==> config.mk <==
export PLATFORM = sky130hd
export DESIGN_NAME = i2c_txn_arbiter
export DESIGN_NICKNAME = d
export VERILOG_FILES = /design/src/rtl/i2c_txn_arbiter.sv
export SDC_FILE = /design/constraint.sdc
export NUM_CORES = 1
export LEC_CHECK = 0
export CORE_MARGIN = 2
export CORE_UTILIZATION = 25
export DETAILED_ROUTE_END_ITERATION = 10
export MAX_ROUTING_LAYER = met4
export PLACE_DENSITY = 0.55
export SYNTH_ARGS = -nofsm -noshare
export SYNTH_HDL_FRONTEND = slang
export SYNTH_SLANG_ARGS = --single-unit
==> constraint.sdc <==
create_clock -name clk -period 2.35 [get_ports clk]
set_input_delay 0.235 -clock clk [delete_from_list [all_inputs] [get_ports clk]]
set_output_delay 0.235 -clock clk [all_outputs]
set_load 0.05 [all_outputs]
==> src/rtl/i2c_txn_arbiter.sv <==
// Round-robin arbiter that shares one i2c_master among NREQ requesters.
// It latches the winning command, issues it, waits for completion or timeout, then returns status.
module i2c_txn_arbiter #(
    parameter int NREQ    = 4,
    parameter int TIMEOUT = 1024,
    parameter int TO_W    = 16
) (
    input  logic              clk,
    input  logic              rst,
    input  logic [NREQ-1:0]   req,
    input  logic [NREQ*7-1:0] req_addr,
    input  logic [NREQ-1:0]   req_rw,
    input  logic [NREQ*8-1:0] req_wdata,
    output logic [NREQ-1:0]   gnt,
    output logic [NREQ-1:0]   done,
    output logic [7:0]        rsp_rdata,
    output logic              rsp_nack,
    output logic              rsp_timeout,
    output logic              m_start,
    output logic [6:0]        m_addr,
    output logic              m_rw,
    output logic [7:0]        m_wdata,
    input  logic              m_done,
    input  logic              m_nack,
    input  logic [7:0]        m_rdata
);
    localparam int IW = (NREQ > 1) ? $clog2(NREQ) : 1;

    typedef enum logic [1:0] {IDLE, ISSUE, WAIT, RESP} state_t;

    state_t          state, state_nxt;
    logic [IW-1:0]   ptr, win, pick;
    logic            pick_vld;
    logic [TO_W-1:0] cnt;
    logic            timed_out;
    logic [NREQ-1:0] win_oh;
    logic [6:0]      addr_a  [NREQ];
    logic [7:0]      wdata_a [NREQ];

    for (genvar i = 0; i < NREQ; i++) begin : g_unpack
        assign addr_a[i]  = req_addr[7*i +: 7];
        assign wdata_a[i] = req_wdata[8*i +: 8];
    end

    // Search starts just above the last winner so a held request is served within NREQ turns.
    always_comb begin : pick_search
        int idx;
        idx      = 0;
        pick     = '0;
        pick_vld = 1'b0;
        for (int k = 1; k <= NREQ; k++) begin
            idx = (int'(ptr) + k) % NREQ;
            if (!pick_vld && req[IW'(idx)]) begin
                pick     = IW'(idx);
                pick_vld = 1'b1;
            end
        end
    end

    assign timed_out = (cnt == TO_W'(TIMEOUT - 1));
    assign win_oh    = NREQ'(1) << win;
    assign gnt       = (state != IDLE) ? win_oh : '0;
    assign done      = (state == RESP) ? win_oh : '0;
    assign m_start   = (state == ISSUE);

    always_comb begin
        state_nxt = state;
        case (state)
            IDLE:    if (pick_vld) state_nxt = ISSUE;
            ISSUE:   state_nxt = WAIT;
            WAIT:    if (m_done || timed_out) state_nxt = RESP;
            RESP:    state_nxt = IDLE;
            default: state_nxt = IDLE;
        endcase
    end

    always_ff @(posedge clk or negedge rst) begin
        if (!rst) state <= IDLE;
        else      state <= state_nxt;
    end

    always_ff @(posedge clk or negedge rst) begin
        if (!rst) begin
            ptr         <= IW'(NREQ - 1);
            win         <= '0;
            cnt         <= '0;
            m_addr      <= '0;
            m_rw        <= 1'b0;
            m_wdata     <= '0;
            rsp_rdata   <= '0;
            rsp_nack    <= 1'b0;
            rsp_timeout <= 1'b0;
        end else begin
            case (state)
                IDLE: if (pick_vld) begin
                    win     <= pick;
                    m_addr  <= addr_a[pick];
                    m_rw    <= req_rw[pick];
                    m_wdata <= wdata_a[pick];
                end
                ISSUE: cnt <= '0;
                WAIT: begin
                    cnt <= cnt + 1'b1;
                    // Completion on the timeout cycle still counts as a normal finish.
                    if (m_done) begin
                        rsp_nack    <= m_nack;
                        rsp_rdata   <= m_rdata;
                        rsp_timeout <= 1'b0;
                    end else if (timed_out) begin
                        rsp_nack    <= 1'b1;
                        rsp_timeout <= 1'b1;
                        rsp_rdata   <= '0;
                    end
                end
                RESP: ptr <= win;
                default: ;
            endcase
        end
    end
endmodule
==> summary by stage <==
Power
The leakage power is 0.00180 µW. For this design the ratio of total power to cell area is 1260 mW/mm². The peak supply drop is 470 µV.

Die
In this run the vertical extent of the chip is 111 µm. Measured along the x axis, the die boundary spans 111 µm. The floorplan step defined a die boundary enclosing 0.0122 mm². The row count is 38. During I/O placement, the number of pins put on the boundary was 115. The placeable core region is 0.0109 mm².

Once the floorplan was initialized, standard cells occupied 25.9% of the core.

Final layout
For this run, the post-layout net count is 479. The number of antenna repair diodes is 0. Leaving out fill and tap cells, the most frequent cell in the layout is clkdlybuf4s50_1.

Relative to the synthesized area, the layout overhead comes to 53.0%. In the layout the commonest cells are clkdlybuf4s50_1 (109), dfrtp_1 (46), nor2_1 (31). The share of layout cells above drive strength 1 is 13.2%.

Setup path
Data on the critical path is required at its endpoint by 2120 ps. The endpoint class of the critical path is an output port. The highest fanout seen on the critical path is 6.

The critical path start-end classification is reg2out. The kind of start point of the critical path is a flop. STA puts the critical path data arrival time at 1990 ps.

Drt
For this run, the detailed router's first-pass iteration total came to 4. The total detailed-routing wirelength is 7990 µm. The remaining antenna violation count is 0. In the routed layout, each cell is associated on average with a via count of 4.75. For this run, design rule violations remaining after detail routing come to 0. The routed wirelength normalized by instance count is 14.9 µm.

The detailed-route via count is 2,541. The detailed router's first-iteration violation count is 89.

Placed design
Routability-driven placement finished with a final weighted congestion of 0.780. The count of buffers added on input and output ports is 114. The wire-length estimate of the detail-placed layout is 5920 µm. The setup slack at placement is 18.5 ps.

Logic synthesis
The share of async-settable or async-resettable flops after synthesis is 100%. The portion of the post-synthesis area used by sequential elements is 42.4%. Yosys attributes the largest share of cell area to dfrtp_1 (41%), mux2i_1 (6.3%), a211oi_1 (4.2%), nor2_1 (4.1%), a211oi_2 (4.0%). Of the total synthesized cell area, the portion taken by AND, OR, NAND and NOR gates is 19.6%.

The number of synthesized register bits is 48. Measured against the total synthesized area, the mux share comes to 7.14%. Synthesis produced a netlist whose cell count is 274. The cell type with the highest aggregate area in the netlist is dfrtp_1. The number of nets handed over by synthesis was 359. The share of Yosys cell area claimed by the top area cell type is 40.6%. The adder-cell share of the synthesized area is 2.20%. The number of warning messages in the yosys log is 0.

After Yosys synthesis, XOR and XNOR cells account for 3.40% of the synthesized area. The number of enable-type register cells in the synthesized netlist is 0. The most common flop cell mapped by yosys is dfrtp_1. In this run the cell area of the synthesized design comes to 0.00284 mm². After synthesis, the largest family of logic cells by area is compound AO/OA/AOI/OAI gates. The count of different cell masters after synthesis is 51.

Each instance of the synthesized netlist takes up on average 10.4 µm². The synthesized netlist devotes 20.1% of its cell area to compound gates.

Clocking
The clock latency at the later pin of the worst-skew pair is 290 ps. The clock root buffer is clkbuf_16. The H-tree was split into 2 levels. The clock sink total is 48. The clock edge transition at the registers on the reported setup and hold paths is 70 ps. TritonCTS built the clock tree. The buffers inserted during post-CTS setup optimization is 0.

No sink is reached through more buffers than the 2 on the longest clock path. Clock tree synthesis inserted a total of 5 buffers.

Timing
The actual transition at the worst max-transition pin is 784 ps. The clock arrives with 8.12 ps of skew. Setup slack on the critical path of the routed design comes to 129 ps. The worst path in the final design needs a cycle of 2220 ps, including I/O delays and setup. Measured against its own limit, the worst slew margin works out to 47.4%. The final hold violation count was 0. Setup total negative slack on the finished layout was measured at 0 ps. The final setup violation count is 0. For this run, the top clock speed supported by timing is 450 MHz. The share of the clock period used by the worst path after layout is 94.5%. Setup repair after global routing left no endpoint under its margin. The max-slew violation count is 0.

Global route
The initial antenna violation count is 0. The total overflow reported by the global router is 0. The first global-routing pass estimated 13,600 µm of wire.

The global-route total usage across every layer is 13.8%. The via count of the first global-routing pass is 2,607. Entering global routing, the biggest net connects 49 pins.

Worst hold path
The type of the tightest min-delay check is in2async.

Run status
The flow ran to the end, and the final reports show no timing, DRC or antenna violations.

Flow run
Max-cap violations in this run came to 0.
==> layer usage <==
layer  GRT usage, %  share of wire, %
met1           18.7                49
met2           21.2                46
met3           3.18               5.0
met4           2.58              0.36
met5              -                 0
==> flip-flops by register name (all words and copies together), names as in the netlist <==
| signal | cells |
|---|---|
| cnt | 16 |
| m_wdata | 8 |
| rsp_rdata | 8 |
| m_addr | 7 |
| ptr | 2 |
| state | 2 |
| win | 2 |
| m_rw | 1 |
| rsp_nack | 1 |
| rsp_timeout | 1 |
==> cells in the mapped netlist, types with 5 or more instances <==
master and instances:
nor3_1 8, a211oi_1 16, dfrtp_1 46, clkbuf_1 9, nor2_1 31, ha_1 5, a211oi_2 9, a22o_1 9
nand3_1 8, a2111oi_0 5, nand2_1 17, o21ai_0 5, xor2_1 10, inv_1 8, nor3b_1 13, mux2i_1 18
==> worst max-delay path, stage by stage (launching register included) <==
cell and delay [ps]:
dfrtp_1 390, ha_1 260, nor3b_1 210, clkdlybuf4s50_1 830
==> cells by family after synthesis <==
kind of cell | count (synthesis)
AO/OA/AOI/OAI | 61
XOR/XNOR | 11
adder cells (fa/ha/maj) | 5
buffers and inverters | 25
flip-flops | 48
multiplexers | 20
AND/OR/NAND/NOR | 104
==> timing repair <==
action,in CTS,in global routing
setup endpoints to repair,0,1
hold buffers,0,0
resized for setup,0,1
==> stage by stage <==
| step | util, % | cells | hold WS [ps] | area, µm² | total power (µW) |
|---|---|---|---|---|---|
| after floorplan | - | 274 | -60.6 | 2840 | 3610 |
| after global placement | 38.1 | 527 | 399 | 4170 | 4650 |
| after detailed placement | 38.1 | 527 | 404 | 4170 | 4680 |
| after CTS | 39.7 | 535 | 84.6 | 4340 | 5540 |
| after global routing | 39.7 | 535 | 106 | 4340 | 5810 |
| final | 39.7 | 535 | 51.3 | 4340 | 5460 |
==> layout make-up <==
type,instances,area (µm²)
clock buffers,5,125
clock inverters,3,42.5
fillers,1076,6600
inverters,8,30.0
multi-input cells,201,1490
flip-flops and latches,48,1200
well taps,140,175
repair buffers,130,1280
==> worst paths after layout <==
check / depth (start not counted) / startpoint / endpoint / slack [ps]
setup / recovery: 3 / state[0] / done[0] / 130
hold reg to reg: 1 / cnt[0] / cnt[0] / 500
max in group asynchronous: 2 / rst / win[0] / 1840
hold / removal: 2 / rst / rsp_rdata[5] / 50
setup reg to reg: 5 / state[0] / m_rw / 260
min in group clk: 3 / m_nack / rsp_nack / 490
==> power by group <==
| group | internal [µW] | switching [µW] | leakage (µW) | total (µW) |
|---|---|---|---|---|
| Combinational | 1260 | 2040 | 0.00113 | 3300 |
| Clock | 501 | 334 | 0.0000798 | 835 |
| Sequential | 1130 | 203 | 0.000591 | 1330 |
| Total | 2890 | 2570 | 0.00180 | 5460 |
Note: power is estimated with default switching activity, not from simulation.
